--- src/rtl/spi_reg_responder.sv ---
// SPI mode-0 slave modelling the nRF24L01 register port: returns STATUS on the
// command byte, serves R_REGISTER / W_REGISTER on the first data byte, and
// drops everything else. SCK/CSN/MOSI are oversampled in the clk_10 domain.
module spi_reg_responder #(
  parameter int         NUM_REGS    = 8,
  parameter int         STATUS_ADDR = 7,
  parameter logic [7:0] STATUS_RST  = 8'h0E,
  parameter int         SYNC_STAGES = 2
) (
  input  logic       clk_10,
  input  logic       rst_n,
  input  logic       sck,
  input  logic       csn,
  input  logic       mosi,
  output logic       miso,
  output logic       miso_oe,
  output logic       wr_stb,
  output logic [4:0] wr_addr,
  output logic [7:0] wr_data,
  output logic       cmd_valid,
  output logic [7:0] cmd_byte,
  output logic       busy,
  input  logic [4:0] loc_addr,
  output logic [7:0] loc_rdata
);

  typedef enum logic [2:0] {WAIT_DESEL, IDLE, CMD, DATA, IGNORE} state_t;

  state_t state, state_next;

  logic [SYNC_STAGES-1:0] sck_sync, csn_sync, mosi_sync;
  logic       sck_d, csn_d;
  logic       sck_s, csn_s, mosi_s;
  logic       sck_rise, sck_fall, csn_rise, csn_fall;
  logic [2:0] bit_cnt;
  logic [6:0] rx_shift;
  logic [7:0] tx_shift, next_byte;
  logic [7:0] rx_byte, cmd_rdata;
  logic [4:0] cmd_addr;
  logic       is_write, addr_ok, active, byte_done, do_write;
  logic [7:0] regs [NUM_REGS];

  // Synchronisers. CSN resets to "selected" so a reset released mid-transfer
  // cannot fake a deselect and join the transfer halfway.
  always_ff @(posedge clk_10 or negedge rst_n) begin
    if (!rst_n) begin
      sck_sync  <= '0;
      csn_sync  <= '0;
      mosi_sync <= '0;
      sck_d     <= 1'b0;
      csn_d     <= 1'b0;
    end else begin
      sck_sync  <= {sck_sync[SYNC_STAGES-2:0], sck};
      csn_sync  <= {csn_sync[SYNC_STAGES-2:0], csn};
      mosi_sync <= {mosi_sync[SYNC_STAGES-2:0], mosi};
      sck_d     <= sck_s;
      csn_d     <= csn_s;
    end
  end

  assign sck_s    = sck_sync[SYNC_STAGES-1];
  assign csn_s    = csn_sync[SYNC_STAGES-1];
  assign mosi_s   = mosi_sync[SYNC_STAGES-1];
  assign sck_rise = sck_s & ~sck_d;
  assign sck_fall = ~sck_s & sck_d;
  assign csn_rise = csn_s & ~csn_d;
  assign csn_fall = ~csn_s & csn_d;

  assign active    = (state == CMD) || (state == DATA) || (state == IGNORE);
  assign rx_byte   = {rx_shift, mosi_s};
  assign byte_done = active && sck_rise && (bit_cnt == 3'd7);
  assign addr_ok   = int'(cmd_addr) < NUM_REGS;
  assign do_write  = byte_done && (state == DATA) && is_write && addr_ok;
  assign busy      = active;

  // Register read muxes: local port and the command being decoded this cycle.
  always_comb begin
    loc_rdata = 8'h00;
    cmd_rdata = 8'h00;
    for (int i = 0; i < NUM_REGS; i++) begin
      if (loc_addr == 5'(i))     loc_rdata = regs[i];
      if (rx_byte[4:0] == 5'(i)) cmd_rdata = regs[i];
    end
  end

  // State register.
  always_ff @(posedge clk_10 or negedge rst_n) begin
    if (!rst_n) state <= WAIT_DESEL;
    else        state <= state_next;
  end

  // Next state; a CSN rise overrides any byte completion in the same cycle.
  always_comb begin
    state_next = state;
    case (state)
      WAIT_DESEL: if (csn_s) state_next = IDLE;
      IDLE:       if (csn_fall) state_next = CMD;
      CMD:        if (byte_done)
                    state_next = (rx_byte[7:6] == 2'b00) ? DATA : IGNORE;
      DATA:       if (byte_done) state_next = IGNORE;
      default:    state_next = state;
    endcase
    if (active && csn_rise) state_next = IDLE;
  end

  // Shift datapath, decode, register file and output strobes.
  always_ff @(posedge clk_10 or negedge rst_n) begin
    if (!rst_n) begin
      miso      <= 1'b0;
      miso_oe   <= 1'b0;
      wr_stb    <= 1'b0;
      wr_addr   <= '0;
      wr_data   <= '0;
      cmd_valid <= 1'b0;
      cmd_byte  <= '0;
      bit_cnt   <= '0;
      rx_shift  <= '0;
      tx_shift  <= '0;
      next_byte <= '0;
      cmd_addr  <= '0;
      is_write  <= 1'b0;
      for (int i = 0; i < NUM_REGS; i++)
        regs[i] <= (i == STATUS_ADDR) ? STATUS_RST : 8'h00;
    end else begin
      wr_stb    <= 1'b0;
      cmd_valid <= 1'b0;
      if (state == IDLE && csn_fall) begin
        miso_oe  <= 1'b1;
        miso     <= regs[STATUS_ADDR][7];
        tx_shift <= {regs[STATUS_ADDR][6:0], 1'b0};
        bit_cnt  <= '0;
      end
      if (active) begin
        if (sck_rise) begin
          rx_shift <= rx_byte[6:0];
          bit_cnt  <= bit_cnt + 3'd1;
        end
        if (byte_done && state == CMD) begin
          cmd_valid <= 1'b1;
          cmd_byte  <= rx_byte;
          cmd_addr  <= rx_byte[4:0];
          is_write  <= (rx_byte[7:5] == 3'b001);
          // Read data is frozen here so later writes cannot alter it.
          next_byte <= (rx_byte[7:5] == 3'b000) ? cmd_rdata : 8'h00;
        end
        if (byte_done && state == DATA) next_byte <= 8'h00;
        if (do_write) begin
          wr_stb  <= 1'b1;
          wr_addr <= cmd_addr;
          wr_data <= rx_byte;
          for (int i = 0; i < NUM_REGS; i++)
            if (cmd_addr == 5'(i)) regs[i] <= rx_byte;
        end
        if (sck_fall) begin
          if (bit_cnt == 3'd0) begin
            miso     <= next_byte[7];
            tx_shift <= {next_byte[6:0], 1'b0};
          end else begin
            miso     <= tx_shift[7];
            tx_shift <= {tx_shift[6:0], 1'b0};
          end
        end
        if (csn_rise) begin
          miso_oe <= 1'b0;
          miso    <= 1'b0;
        end
      end
    end
  end

endmodule

--- config.mk ---
export PLATFORM = sky130hd
export DESIGN_NAME = spi_reg_responder
export DESIGN_NICKNAME = d
export VERILOG_FILES = /design/src/rtl/spi_reg_responder.sv
export SDC_FILE = /design/constraint.sdc
export NUM_CORES = 1
export LEC_CHECK = 0
export CAP_MARGIN = 20
export CORE_UTILIZATION = 30
export CTS_CLUSTER_SIZE = 8
export DETAILED_ROUTE_END_ITERATION = 16
export GPL_TIMING_DRIVEN = 0
export PLACE_DENSITY = 0.5
export SLEW_MARGIN = 20
export SYNTH_ARGS = -nofsm -noshare
export SYNTH_HDL_FRONTEND = slang
export SYNTH_SLANG_ARGS = --single-unit
--- constraint.sdc ---
create_clock -name clk_10 -period 3.3 [get_ports clk_10]
set_input_delay 0.33 -clock clk_10 [delete_from_list [all_inputs] [get_ports clk_10]]
set_output_delay 0.33 -clock clk_10 [all_outputs]
set_load 0.01 [all_outputs]
==> results of run 1 <==
==> kinds of logic after synthesis <==
group	after synthesis
muxes	115
AOI/OAI and AO/OA	107
buffers and inverters	55
and+or+nand+nor	148
adders and majority gates	3
DFF	127
==> routing by layer <==
layer	global-route usage [%]	up-vias	wire length, um	share of wire, %
li1	-	2146	-	-
met3	4.290	22	836	4.7
met2	26.16	128	8131	46
met4	6.701	0	317	1.8
met1	24.18	2339	8451	48
met5	0	-	0	0
==> what timing repair did <==
item                       4_1_cts  5_1_grt
gates resized for setup          8        4
gates cloned                     0        0
setup endpoints to repair        6        7
buffers inserted                 0        0
hold endpoints to repair        37        0
hold buffers                     1        0
==> cell usage after synthesis, drive strengths merged, types with 5 or more instances <==
| master | instances | share of area [%] |
|---|---|---|
| inv | 15 | 0.88 |
| o31ai | 6 | 0.71 |
| nor2 | 25 | 1.5 |
| nor3 | 9 | 1.2 |
| buf | 18 | 1.7 |
| a2111oi | 8 | 1.1 |
| nand2 | 52 | 3.1 |
| nor2b | 13 | 1.3 |
| mux4 | 8 | 2.8 |
| mux2i | 29 | 4.6 |
| o22ai | 13 | 1.3 |
| a221oi | 5 | 0.69 |
| nand2b | 8 | 0.78 |
| clkbuf | 22 | 1.3 |
| dfrtp | 124 | 49 |
| mux2 | 78 | 14 |
| nor3b | 9 | 1.1 |
| a21o | 5 | 0.59 |
| nand3 | 6 | 0.75 |
| o21ai | 29 | 2.3 |
| a211oi | 10 | 1.2 |
| a21oi | 18 | 1.4 |
==> where the power goes <==
part / internal (uW) / switching (uW) / leakage [uW]
sequential: 1670 / 108 / 0.00172
clock: 1220 / 682 / 0.000293
combinational: 359 / 666 / 0.00156
total: 3250 / 1460 / 0.00357
==> registers in the layout, summed over array words and instances (netlist names), 2 cells and up <==
name and flops:
bit_cnt 3, cmd_byte 8, csn_sync 2, mosi_sync 2, next_byte 8, regs 64
rx_shift 7, sck_sync 2, state 3, tx_shift 8, wr_addr 5, wr_data 8
==> area by class of cell <==
cell class / count / area, um2 / share of cell area, %
repair buffers: 44 / 462.9 / 5.935
well taps: 270 / 337.8 / 4.331
clock inverters: 11 / 138.9 / 1.781
flip-flops and latches: 127 / 3182 / 40.79
clock buffers: 21 / 460.4 / 5.903
inverters: 15 / 56.30 / 0.7218
multi-input cells: 373 / 2980 / 38.21
plain buffers: 37 / 181.4 / 2.326
==> worst max path at each step <==
stage | from | endpoint | slack (ps) | cells after the start
floorplan | loc_addr[4] | loc_rdata[0] | 1290 | 5
global placement | rst_n | regs[24] | -3180 | 1
detailed placement | loc_addr[3] | loc_rdata[5] | -340 | 7
CTS | loc_addr[3] | loc_rdata[5] | 30 | 7
global route | loc_addr[3] | loc_rdata[7] | 50 | 7
finish | loc_addr[1] | loc_rdata[3] | 90 | 7
==> per-stage QoR <==
stage          setup TNS, ps  worst slack, ps  utilization (%)  instances
2_1_floorplan              0             1288                -        555
3_3_place_gp         -401160            -3181            34.71        867
3_5_place_dp           -1258           -343.6            34.90        868
4_1_cts                    0            25.01            37.92        900
5_1_grt                    0            45.55            37.94        898
6_report                   0            88.66            37.94        898
==> out/qor.csv, run 1 <==
stage,metric,value,unit
die,die_area,0.02184,mm2
worst_hold_path,hold_depth,0,
detailed_routing,dr.pass1.iters,5,
worst_setup_path,critPathMaxStageDelay,580,ps
timing,tightest_slew,903.6,ps
place,placed_area,0.007174,mm2
global_route,antenna_found_initial,0,
run,drv_cap,0,
detailed_routing,ant_nets,0,
cells_and_area,layout-drive-gt1-share,24.68,%
worst_setup_path,critical_path_class,input port to output port,
worst_setup_path,critPathBufInv,3,
yosys,synth_mux_area_share,21.62,%
yosys,seq_area_frac_synth,49.89,%
global_route,grt_pass1_wl,28.33,mm
worst_setup_path,r2r_cells,8,
yosys,ys_warn_count,0,
die,start_util,31.02,%
timing,clock_skew,6.475,ps
yosys,avgSynthCellArea,11.49,um2
worst_setup_path,rr_endpoint,regs[55],
power_and_ir_drop,finalPower,4708,uW
global_route,gr-total-overflow,0,
timing,whs,354.1,ps
timing,hold_violations,0,
timing,rsz0062_at_grt,false,
timing,maxSlewHeadroom,39.51,%
clock_tree,cts.sinks,127,
worst_hold_path,min-delay-start,csn_sync[0],
cells_and_area,nFillCells,2066,
worst_setup_path,regToRegSetupSlack,810,ps
cells_and_area,mostFrequentLayoutCell,dfrtp_1,
clock_tree,htree_levels,4,
global_route,track_usage,17.45,%
global_route,first_global_vias,4797,
yosys,synth.distinct_cells,58,
die,die_w,147.8,um
worst_setup_path,reg2reg_from,bit_cnt[0],
clock_tree,clk_latency,410,ps
detailed_routing,drc_errors,0,
worst_setup_path,worstPathRequired,2970,ps
power_and_ir_drop,p_leak,0.003573,uW
clock_tree,clk_pin_slew,50,ps
yosys,synth_compound_area_share,10.95,%
yosys,synth-seq-cells,127,
worst_setup_path,crit_path_end_kind,output port,
worst_hold_path,hold-path-endpoint,csn_sync[1],
yosys,synth-xor-area-share,0,%
worst_setup_path,path_delay_family,buffers and inverters,
worst_setup_path,cp_cell_sequence,clkdlybuf4s50_1 > buf_2 > or4_1 > o22ai_1 > a2111oi_0 > o21ai_1 > clkdlybuf4s50_1,
place,routabilityCongestion,0.8540,
worst_setup_path,cp_slowest_cell,a2111oi_0,
yosys,synth_nets,568,
die,coreArea,0.02056,mm2
global_route,grt_start_max_net_pins,91,
detailed_routing,drt_iter0_drc,245,
place,dp_hpwl,12.12,mm
yosys,synthArstFlopShare,100.0,%
yosys,synthAdderAreaFrac,0.5886,%
worst_hold_path,min_path_type,flop to flop,
clock_tree,cts_buffers,17,
cells_and_area,final_cell_mix,"dfrtp_1, mux2_2, nand2_1",
detailed_routing,routed_wirelength,17.74,mm
timing,setup_violations,0,
run_status,status,finished clean,
die,die_h,147.8,um
detailed_routing,detail_route.wl_per_cell,19.75,um
cells_and_area,diodes,0,
cells_and_area,area_delta_synth_final,22.31,%
yosys,syn_inst,555,
worst_setup_path,startpoint_type,input port,
timing,post-route-period-util,97.31,%
detailed_routing,vias,4635,
clock_tree,cts_tree,built,
worst_setup_path,crit_path_frequent_cell,clkdlybuf4s50_1,
yosys,synth_top_family_by_area,multiplexers,
timing,max_freq,311.4,MHz
clock_tree,root_buffer,clkbuf_16,
power_and_ir_drop,ir_drop,0.3573,mV
cells_and_area,final_nets,628,
power_and_ir_drop,power_density,603.6,mW/mm2
detailed_routing,via_per_inst,5.161,
place,port_buffers,42,
die,pin_count,44,
die,row_count,52,
timing,fin_crit,3211,ps
yosys,synth-edff-count,0,
yosys,syn_area,0.006377,mm2
yosys,synthFlopType,dfrtp_1,
worst_setup_path,crit_fanout,10,
yosys,synth-simple-area-share,13.05,%
clock_tree,clock_path_buffers,2,
timing,final-max-slew-violation-count,0,
worst_setup_path,cp.arrival,2880,ps
cells_and_area,stdcell_area,0.007800,mm2
(Power assumes the default switching activity.)
==> inputs of run 2 (changes only) <==
--- a/config.mk
+++ b/config.mk
@@ -7,10 +7,12 @@
 export LEC_CHECK = 0
 export CAP_MARGIN = 20
 export CORE_UTILIZATION = 30
+export CTS_BUF_LIST = sky130_fd_sc_hd__clkbuf_8
 export CTS_CLUSTER_SIZE = 8
 export DETAILED_ROUTE_END_ITERATION = 16
 export GPL_TIMING_DRIVEN = 0
 export PLACE_DENSITY = 0.5
+export SETUP_SLACK_MARGIN = 0.4
 export SLEW_MARGIN = 20
 export SYNTH_ARGS = -nofsm -noshare
 export SYNTH_HDL_FRONTEND = slang
==> out/qor.csv, run 2 (synthesis gave the netlist of run 1 again) <==
stage,metric,value,unit,change
clock_tree,root_buffer,clkbuf_8,,was clkbuf_16
detailed_routing,via_per_inst,5.147,,was 5.161
timing,fin_setup_tns,0,ps,unchanged
worst_hold_path,min_path_type,input port to flop,,was flop to flop
cells_and_area,final_cell_mix,"dfrtp_1, mux2_2, nand2_1",,unchanged
worst_setup_path,crit_path_end_kind,output port,,unchanged
worst_setup_path,rr_endpoint,regs[55],,unchanged
die,die_w,147.8,um,unchanged
clock_tree,clk_latency,440,ps,was 410 ps
detailed_routing,drc_errors,0,,unchanged
die,die_area,0.02184,mm2,unchanged
worst_setup_path,reg2reg_from,bit_cnt[0],,unchanged
detailed_routing,routed_wirelength,17.64,mm,was 17.74 mm
clock_tree,htree_levels,4,,unchanged
clock_tree,clock_path_buffers,2,,unchanged
die,row_count,52,,unchanged
timing,setup_violations,0,,unchanged
die,coreArea,0.02056,mm2,unchanged
cells_and_area,final_nets,631,,was 628
worst_setup_path,regToRegSetupSlack,790,ps,was 810 ps
cells_and_area,largest_reg_flops,64,,unchanged
cells_and_area,largest-register,regs,,unchanged
worst_setup_path,worstPathRequired,2970,ps,about the same
timing,hold_violations,0,,unchanged
power_and_ir_drop,power_density,550.7,mW/mm2,was 603.6 mW/mm2
global_route,gr-total-overflow,0,,unchanged
place,dp_hpwl,12.12,mm,unchanged
clock_tree,cts.sinks,127,,unchanged
detailed_routing,dr.pass1.iters,4,,was 5
global_route,track_usage,17.21,%,was 17.45%
cells_and_area,mostFrequentLayoutCell,dfrtp_1,,unchanged
die,pin_count,44,,unchanged
global_route,first_global_vias,4750,,was 4797
timing,fin_crit,2831,ps,was 3211 ps
cells_and_area,area_delta_synth_final,19.50,%,was 22.31%
timing,post-route-period-util,85.80,%,was 97.31%
detailed_routing,ant_nets,0,,unchanged
detailed_routing,detail_route.wl_per_cell,19.58,um,was 19.75 um
timing,clock_skew,9.872,ps,was 6.475 ps
timing,maxSlewHeadroom,41.01,%,was 39.51%
worst_setup_path,cp.arrival,2500,ps,was 2880 ps
die,start_util,31.02,%,unchanged
run,drv_cap,0,,unchanged
global_route,grt_pass1_wl,28.10,mm,was 28.33 mm
cells_and_area,fin_util,37.07,%,was 37.94%
global_route,grt_start_max_net_pins,91,,unchanged
timing,rsz0062_at_grt,true,,was false
power_and_ir_drop,ir_drop,0.2556,mV,was 0.3573 mV
worst_hold_path,hold_depth,1,,was 0
worst_setup_path,crit_fanout,6,,was 10
worst_hold_path,hold-path-endpoint,mosi_sync[0],,was csn_sync[1]
worst_setup_path,startpoint_type,input port,,unchanged
clock_tree,cts_tree,built,,unchanged
detailed_routing,drt_iter0_drc,272,,was 245
timing,final-max-slew-violation-count,0,,unchanged
place,port_buffers,42,,unchanged
timing,tightest_slew,881.1,ps,was 903.6 ps
worst_setup_path,critical_path_class,input port to output port,,unchanged
power_and_ir_drop,p_leak,0.003540,uW,was 0.003573 uW
worst_hold_path,min-delay-start,mosi,,was csn_sync[0]
clock_tree,clk_pin_slew,80,ps,was 50 ps
detailed_routing,vias,4637,,was 4635
run_status,status,finished clean,,unchanged
cells_and_area,diodes,0,,unchanged
timing,max_freq,353.2,MHz,was 311.4 MHz
global_route,antenna_found_initial,0,,unchanged
place,routabilityCongestion,0.8540,,unchanged
die,die_h,147.8,um,unchanged
worst_setup_path,r2r_cells,8,,unchanged
cells_and_area,layout-drive-gt1-share,25.20,%,was 24.68%
clock_tree,cts_buffers,17,,unchanged
## run 2: cell types whose count changed in the layout (fill, tap and decap cells not counted), moves of 2 or more
cell             change
clkbuf_4             +2
buf_2                -2
clkbuf_16           -17
clkdlybuf4s50_1      -9
clkbuf_8            +17
dlygate4sd2_1        +8
inv_1                +2
or4b_4               -2
clkbuf_2             +2
buf_4                +2
a2111oi_0            -3
clkbuf_1             -2
a2111oi_1            +3
## run 2: through the flow
stage	std cells	setup WS, ps	power [uW]	cell area [um2]	hold WS, ps
finish	901	468.7	4197	7621	323.7
global route	901	368.9	4440	7621	296.2
CTS	901	412.9	4238	7609	296.1
detailed placement	868	-343.6	2819	7174	224.8
global placement	867	-3181	2808	7136	337.1
floorplan	555	1288	2429	6377	34.41
## run 2: worst max-delay path, cell delays in order
cell	delay, ps
clkdlybuf4s50_1	460
or4b_2	680
clkbuf_4	220
o22ai_1	190
a2111oi_1	90
o21ai_1	220
dlygate4sd2_1	300
## run 2: cell type report
class / count / area [um2]
buffer: 40 / 206.4
clock buffer: 19 / 261.5
clock inverter: 13 / 146.4
fill: 2092 / 12940
inverter: 15 / 56.30
multi-input combinational: 373 / 2983
sequential: 127 / 3182
tap: 270 / 337.8
timing repair buffer: 44 / 447.9
## run 2: routing by layer
metal / GRT usage [%] / up-vias / part of all wire [%]
li1: - / 2152 / -
met1: 24.01 / 2342 / 48
met2: 25.71 / 121 / 45
met3: 4.321 / 22 / 4.6
met4: 6.186 / 0 / 2.1
met5: 0 / - / 0
## run 2: worst max path at each step
stage,start,to,slack (ps),cells past startpoint
floorplan,loc_addr[4],loc_rdata[0],1290,5
global placement,rst_n,regs[24],-3180,1
detailed placement,loc_addr[3],loc_rdata[5],-340,7
CTS,loc_addr[4],loc_rdata[7],410,8
global route,loc_addr[4],loc_rdata[7],370,8
finish,loc_addr[4],loc_rdata[3],470,7
## run 2: where the power goes
group	internal [uW]	total [uW]	switching, uW
Combinational	358	1020	662
Clock	776	1400	626
Sequential	1670	1780	108
Total	2800	4200	1400
## run 2: timing repair
action	CTS	global route
pin swaps	6	1
gates resized for setup	24	11
hold buffers	1	0
setup endpoints to repair	8	5
buffers inserted	0	0
endpoints found under the hold margin	37	0
cloned	0	0
